## config.mk

```make
export PLATFORM = sky130hd
export DESIGN_NAME = scroll_strip_layer
export DESIGN_NICKNAME = d
export VERILOG_FILES = /design/src/rtl/scroll_strip_layer_pkg.sv /design/src/rtl/rom.sv /design/src/rtl/scroll_phase.sv /design/src/rtl/scroll_strip_layer.sv
export SDC_FILE = /design/constraint.sdc
export NUM_CORES = 1
export LEC_CHECK = 0
export BUFFER_PORTS_ARGS = -buffer_cell sky130_fd_sc_hd__buf_2
export CAP_MARGIN = 30
export CORE_MARGIN = 1
export CORE_UTILIZATION = 25
export CTS_CLUSTER_SIZE = 30
export DETAILED_ROUTE_END_ITERATION = 8
export HOLD_SLACK_MARGIN = 0.1
export PLACE_DENSITY = 0.81
export SLEW_MARGIN = 20
export SYNTH_ARGS = -nofsm -noshare
export SYNTH_HDL_FRONTEND = slang
export SYNTH_SLANG_ARGS = --single-unit
```

## constraint.sdc

```tcl
create_clock -name clk -period 1.5 [get_ports clk]
set_clock_uncertainty 0.05 [all_clocks]
set_input_delay 0.15 -clock clk [delete_from_list [all_inputs] [get_ports clk]]
set_output_delay 0.15 -clock clk [all_outputs]
set_load 0.02 [all_outputs]
```

## src/rtl/scroll_strip_layer_pkg.sv

```systemverilog
// Shared types and constants for the paint-pipeline layers.
// Latency: none (types, constants and a pure function only).
// Backpressure: none.
package scroll_strip_layer_pkg;

  typedef logic [15:0]        color_t;   // RGB565
  typedef logic signed [15:0] coord_t;   // raster coordinate / phase arithmetic

  // Paint-pipeline latency shared by every layer feeding the compositor.
  localparam int PIPE_LAT = 4;

  // Fold a phase sum that overshot by less than one period back into [0, period).
  function automatic coord_t wrap_phase(input coord_t sum, input coord_t period);
    if (sum[15])
      return sum + period;
    else if (sum >= period)
      return sum - period;
    else
      return sum;
  endfunction

endpackage

```

## src/rtl/rom.sv

```systemverilog
// Generic read-only table with contents baked in via the INIT parameter (entry 0 in the LSBs).
// Latency: 1 clk (registered read); output clears to 0 in reset.
// Backpressure: none; accepts one address per clock.
module rom #(
  parameter int WIDTH = 16,
  parameter int DEPTH = 8,
  parameter logic [WIDTH*DEPTH-1:0] INIT = '0,
  localparam int AW = (DEPTH > 1) ? $clog2(DEPTH) : 1
) (
  input  logic             clk,
  input  logic             rstn,
  input  logic [AW-1:0]    addr,
  output logic [WIDTH-1:0] dout
);

  // Registered read; addresses past the table end read as zero.
  always_ff @(posedge clk) begin
    if (!rstn)
      dout <= '0;
    else if (int'(addr) < DEPTH)
      dout <= INIT[int'(addr)*WIDTH +: WIDTH];
    else
      dout <= '0;
  end

endmodule

```

## src/rtl/scroll_phase.sv

```systemverilog
// Per-frame scroll phase accumulator, kept in [0, PERIOD), signed speed, pausable.
// Latency: phase updates on the clock edge that samples new_frame; phase_next shows it a cycle early.
// Backpressure: none.
module scroll_phase
  import scroll_strip_layer_pkg::*;
#(
  parameter int PERIOD = 28
) (
  input  logic              clk,
  input  logic              rstn,
  input  logic              new_frame,
  input  logic signed [7:0] speed,
  input  logic              pause,
  output coord_t            phase,
  output coord_t            phase_next
);

  localparam coord_t PERIOD_C = coord_t'(PERIOD);

  coord_t sum;

  // Value the phase takes at this edge: advance and wrap on an unpaused frame start.
  always_comb begin
    sum        = phase + coord_t'(speed);
    phase_next = phase;
    if (new_frame && !pause)
      phase_next = wrap_phase(sum, PERIOD_C);
  end

  // Phase register.
  always_ff @(posedge clk) begin
    if (!rstn)
      phase <= '0;
    else
      phase <= phase_next;
  end

endmodule

```

## src/rtl/scroll_strip_layer.sv

```systemverilog
// Horizontally tiled, integer-scaled bitmap strip that scrolls along paint_y (optional macro SCROLL_STRIP_COLOR_KEY_EN: index 0 transparent).
// Latency: PIPE_LAT (4) clk edges from paint_x/paint_y to paint_enable/paint_color, one pixel per clock.
// Backpressure: none; needs a gap-free raster with x as the inner loop for the line counter.
module scroll_strip_layer
  import scroll_strip_layer_pkg::*;
#(
  parameter int POS        = 128,
  parameter int TILE_W     = 8,
  parameter int TILE_LEN   = 7,
  parameter int SCALE_LOG2 = 2,
  parameter int STRIP_LEN  = 480,
  parameter int IDX_W      = 4,
  parameter int PAL_DEPTH  = 8,
  parameter logic [TILE_W*TILE_LEN*IDX_W-1:0] BITMAP_INIT  = '0,
  parameter logic [PAL_DEPTH*16-1:0]          PALETTE_INIT = '0
) (
  input  logic              clk,
  input  logic              rstn,
  input  logic              new_frame,
  input  coord_t            paint_x,
  input  coord_t            paint_y,
  input  logic signed [7:0] speed,
  input  logic              pause,
  output logic              paint_enable,
  output color_t            paint_color
);

  localparam int PERIOD = TILE_LEN << SCALE_LOG2;
  localparam int WCROSS = TILE_W << SCALE_LOG2;
  localparam int DEPTH  = TILE_W * TILE_LEN;
  localparam int AW     = (DEPTH > 1) ? $clog2(DEPTH) : 1;
  localparam int CNT_W  = (PERIOD > 1) ? $clog2(PERIOD) : 1;
  localparam int PW     = (PAL_DEPTH > 1) ? $clog2(PAL_DEPTH) : 1;

  coord_t              phase;
  coord_t              phase_next;
  coord_t              u;
  coord_t              u_r;
  logic                act_d;
  logic [PIPE_LAT-1:0] act_sr;     // [0]=act1 .. [PIPE_LAT-1]=act4
  logic [CNT_W-1:0]    cnt;
  logic [CNT_W-1:0]    row;
  logic [15:0]         col_full;
  logic                line_end;
  logic [AW-1:0]       addr;
  logic [IDX_W-1:0]    idx;
  logic                unused_bits;

  scroll_phase #(
    .PERIOD(PERIOD)
  ) u_phase (
    .clk       (clk),
    .rstn      (rstn),
    .new_frame (new_frame),
    .speed     (speed),
    .pause     (pause),
    .phase     (phase),
    .phase_next(phase_next)
  );

  // Cross-axis offset and strip coverage test; the sign bits catch negative coordinates.
  assign u     = paint_x - coord_t'(POS);
  assign act_d = !u[15] && (u < coord_t'(WCROSS)) &&
                 !paint_y[15] && (paint_y < coord_t'(STRIP_LEN));

  assign line_end = act_sr[0] && (u_r == coord_t'(WCROSS - 1));
  assign col_full = u_r >> SCALE_LOG2;
  assign row      = cnt >> SCALE_LOG2;

  // S1/S2 pipeline registers and the coverage flag shifted down to the outputs.
  always_ff @(posedge clk) begin
    if (!rstn) begin
      act_sr <= '0;
      u_r    <= '0;
      addr   <= '0;
    end else begin
      act_sr <= {act_sr[PIPE_LAT-2:0], act_d};
      u_r    <= u;
      addr   <= AW'(col_full) + AW'(int'(row) * TILE_W);
    end
  end

  // Line counter along the strip: reloads from the new phase at frame start
  // (winning over a coincident line end), otherwise steps after each strip line.
  always_ff @(posedge clk) begin
    if (!rstn)
      cnt <= '0;
    else if (new_frame)
      cnt <= phase_next[CNT_W-1:0];
    else if (line_end)
      cnt <= (cnt == CNT_W'(PERIOD - 1)) ? '0 : cnt + CNT_W'(1);
  end

  rom #(
    .WIDTH(IDX_W),
    .DEPTH(DEPTH),
    .INIT (BITMAP_INIT)
  ) u_bitmap (
    .clk (clk),
    .rstn(rstn),
    .addr(addr),
    .dout(idx)
  );

  rom #(
    .WIDTH(16),
    .DEPTH(PAL_DEPTH),
    .INIT (PALETTE_INIT)
  ) u_palette (
    .clk (clk),
    .rstn(rstn),
    .addr(idx[PW-1:0]),
    .dout(paint_color)
  );

`ifdef SCROLL_STRIP_COLOR_KEY_EN
  logic [IDX_W-1:0] idx_s4;

  // Index aligned with the palette output so index 0 can be keyed out.
  always_ff @(posedge clk) begin
    if (!rstn)
      idx_s4 <= '0;
    else
      idx_s4 <= idx;
  end

  assign paint_enable = act_sr[PIPE_LAT-1] && (idx_s4 != '0);
`else
  assign paint_enable = act_sr[PIPE_LAT-1];
`endif

  // Phase is observable for debug only; upper index bits may not reach the palette.
  assign unused_bits = ^{phase, phase_next[15:CNT_W], idx};

endmodule

```

Word-level counts from Yosys, hierarchy flattened
Index checks and enable logic that the tools add are counted.
- $add $sub $neg: 6
- order comparisons: 4
- equal/unequal tests: 2
- shifts and indexed selects: 2
- mux-type cells: 6
- reduce and logical (&&, ||, !) cells: 10
- operators by type and width (cell ; number):
    $shiftx 224x9->3 const A ; 1
    $shiftx 128x8->16 const A ; 1
    $mux 16 ; 2
    $mux 5 ; 4
    $add 16x6->16 const B ; 1
    $add 16x8->16 ; 1
    $eq 16x6->1 const B ; 1
    $ge 16x6->1 const B ; 1
    $lt 16x10->1 const B ; 1
    $lt 16x7->1 const B ; 1
    $sub 16x6->16 const B ; 1
    $sub 16x9->16 const B ; 1
    $add 6x6->6 ; 1
    $lt 6x6->1 const B ; 1
    $add 5x1->5 const B ; 1
    $eq 5x5->1 const B ; 1
    $logic_and 1x1->1 ; 5
    $logic_not 1->1 ; 3
    $reduce_and 2->1 ; 1
    $reduce_bool 2->1 ; 1
- bits in registers: 66
- output and inout bits: 17
- word-level logic and storage cells: 38

Depth between registers and ports, before layout
- word-level depth: 6
- mapped depth: 5

Modules after synthesis
From an unflattened synthesis, not the netlist that was laid out.
- cells, all modules: 481
- area, all modules: 3992.6 um^2
- modules (own cells, without submodules) (module ; times used ; cells an instance ; area each (um^2) ; seq. area each (um^2)):
    scroll_phase ; 1 ; 319 ; 2514.9 ; 320.3
    scroll_strip_layer ; 1 ; 140 ; 1320.0 ; 620.6
    rom at u_palette ; 1 ; 17 ; 123.9 ; 0.0
    rom at u_bitmap ; 1 ; 5 ; 33.8 ; 0.0

Worst setup path before layout
No wires, ideal clock.
- path kind: input-to-reg
- start point: input port paint_x[7]
- end point: register act_sr[0]
- setup time: 0.103 ns
- arrival time: 1.124 ns
- slack: 0.223 ns
- cell stages on the path: 4
- buffers on the path: 0
- cells stage by stage: inv_1 > ha_1 > or4b_1 > a2111oi_2
- word-level cells in the longest chain between the ends: 5
- elaborated cells between the ends (all ways): 6
- ends and longest elaborated chain (element ; line ; RTL):
    start, declared ; scroll_strip_layer.sv:20 ; input coord_t paint_x,
    $sub 16x9->16 (*) ; scroll_strip_layer.sv:62 ; assign u = paint_x - coord_t'(POS);
    $lt 16x7->1 / $logic_not 1->1 (equally long branches) ; scroll_strip_layer.sv:63 ; assign act_d = !u[15] && (u < coord_t'(WCROSS)) &&
    $logic_and 1x1->1 (*) (2 in series) ; scroll_strip_layer.sv:63 ;
    $logic_and 1x1->1 (*) ; scroll_strip_layer.sv:64 ; !paint_y[15] && (paint_y < coord_t'(STRIP_LEN));
    end signal, assigned ; scroll_strip_layer.sv:77 ; act_sr <= {act_sr[PIPE_LAT-2:0], act_d};
    end, declared ; scroll_strip_layer.sv:40 ; logic [PIPE_LAT-1:0] act_sr;
Mark *: on every way between the ends. The rest lies on a longest branch, timed or not.
A chain may end at the register's enable or synchronous reset.

==> results.cfg <==
[global_route]
grtUsageTotal_pct = 9.134
grt_start_max_net_pins = 5
antenna_found_initial = 0
grt_pass1_vias = 254
grt_pass1_wl_um = 841
grt-ovfl-total = 0

[final_layout]
nNetsFinal = 114
antenna_cells = 0
largest_reg_flops = 4
drive_gt1_share_pct = 43.28
top_regs = act_sr x4
regMostFlops = act_sr
final_util_pct = 38.92
area_growth_syn_to_layout_pct = 36.16
final_cells = 81

[floorplanning]
start_util_pct = 28.59
ioPinCount = 61
coreArea_um2 = 1186
die_w_um = 38.83
die_h_um = 38.83
die_area_um2 = 1507
fp-row-count = 12

[sta]
maxSlewViolCount = 0
period_needed_ns = 1.393
setup-tns-final_ns = 0
finalSetupViolCount = 0
hold_viol = 0
hold_ws_ns = 0.1302
fmax_ghz = 0.7180
fin_crit_sh_pct = 92.85

[yosys]
synth_top_area_share_pct = 35.42
synth_area_um2 = 339.1
synthFlopType = dfxtp_1
synth-edff-count = 0
syn_avg_cell_area_um2 = 8.694
yosysMostFrequentCell = buf_4
synthArstFlopShare_pct = 0
ys_types = 15
yosys.area.top_type = buf_4
ys_seq_area_share_pct = 23.62
synth_commonest_cells = buf_4, dfxtp_1, and2_1, nor4b_1
synth_cells = 39
synth_warnings = 0
ys_seq_elements = 4
synth_area_leaders = buf_4, dfxtp_1, nor4b_1, and2_1, a2111oi_2

[cts]
cts_inserted_buffers = 3
worst_skew_pair.late_latency_ns = 0.24
cts.sinks = 4
clk_pin_slew_worst_paths_ns = 0.03
clock_tree.root_cell = clkbuf_4
postCtsSetupRepairBufs = 0
htreeDepth = 1
tritoncts = yes
clk_path_buf_depth = 2

[worst_setup_path]
crit_type = input port to flop
worstSetupEndpointType = flop
cp.required_ns = 1.58
arrival_ns = 1.47
start_kind = input port
worst-path-max-fanout = 4

[power]
leakage_nw = 0.2445
p_per_area_nw_per_um2 = 709.2
irDropWorstVdd_v = 0.0002935
power_mw = 0.3274

[place]
port_buffers = 24
dp_hpwl_um = 541.6
placed_cells_incl_taps = 76
gp_congestion = 0.6560

[routing]
routed_wl_um = 637
drt_iter0_markers = 0
wl_per_cell_um = 7.864
ant_nets = 0
via_per_inst = 3.889
drt-pass1-iter-count = 1
vias = 315
route.detailed.drc = 0

[worst_hold_path]
hold_path.class = input port to flop

[status]
status = finished, final reports clean

[run]
cap_violations = 0
==> worst max-delay path, stage by stage <==
cell and delay (ns):
dlygate4sd3_1 0.52, buf_2 0.12, nor4b_2 0.25, nand4_1 0.15
a2111oi_2 0.28
==> per-layer routing <==
| layer | global-route usage, % | wire, um | vias up |
|---|---|---|---|
| li1 | - | - | 158 |
| met1 | 8.503 | 214 | 130 |
| met2 | 14.17 | 333 | 27 |
| met5 | 0 | 0 | - |
| met3 | 6.936 | 88 | 0 |
| met4 | 5.172 | 0 | 0 |
==> through the flow <==
stage               cell area, um^2  setup WS [ns]
floorplan                     395.4         0.2227
global placement              412.9        0.06928
detailed placement            412.9        0.03449
CTS                           455.4        0.01883
global route                  461.7      -0.009089
finish                        461.7         0.1072
==> kinds of logic after synthesis <==
kind of cell	share of synthesized area, %
compound gates	4.427
xor+xnor	5.167
fa+ha+maj	3.689
buf+inv	37.64
flops	23.62
other cells	1.106
simple gates	24.35
==> cell type report <==
| class | instances | area (um^2) |
|---|---|---|
| clock buffers | 3 | 22.52 |
| fillers | 131 | 724.4 |
| inverters | 2 | 7.507 |
| multi-input cells | 32 | 193.9 |
| flip-flops and latches | 4 | 80.08 |
| well taps | 14 | 17.52 |
| repair buffers | 26 | 140.1 |
==> worst paths after layout <==
| kind | slack, ns | cells past startpoint | from | to |
|---|---|---|---|---|
| setup / recovery | 0.11 | 5 | rstn | act_sr[0] |
| hold / removal | 0.13 | 4 | paint_y[14] | act_sr[0] |
| setup reg to reg | 0.92 | 1 | act_sr[2] | act_sr[3] |
| hold reg to reg | 0.38 | 1 | act_sr[1] | act_sr[2] |
==> cells in the final DEF (no fill, tap or decap) <==
cell / n
dfxtp_1: 4
clkbuf_4: 3
nor4b_1: 2
nor4b_2: 1
ha_1: 1
and2_1: 3
xnor2_1: 1
dlygate4sd3_1: 2
or4b_1: 1
nor3_1: 1
buf_2: 24
nand2_1: 1
xor2_1: 1
inv_1: 2
nand4_1: 2
nor4_1: 1
a2111oi_2: 1
conb_1: 16
==> power by group <==
group / internal (mW) / switching, mW
sequential: 0.107 / 0.0000000343
combinational: 0.0329 / 0.0539
clock: 0.0895 / 0.0442
total: 0.229 / 0.0981
==> repair_timing <==
item,4_1_cts,5_1_grt
gates resized for setup,0,1
setup endpoints to repair,0,1
hold endpoints to repair,4,0
hold buffers,2,0
(Power assumes the default switching activity.)
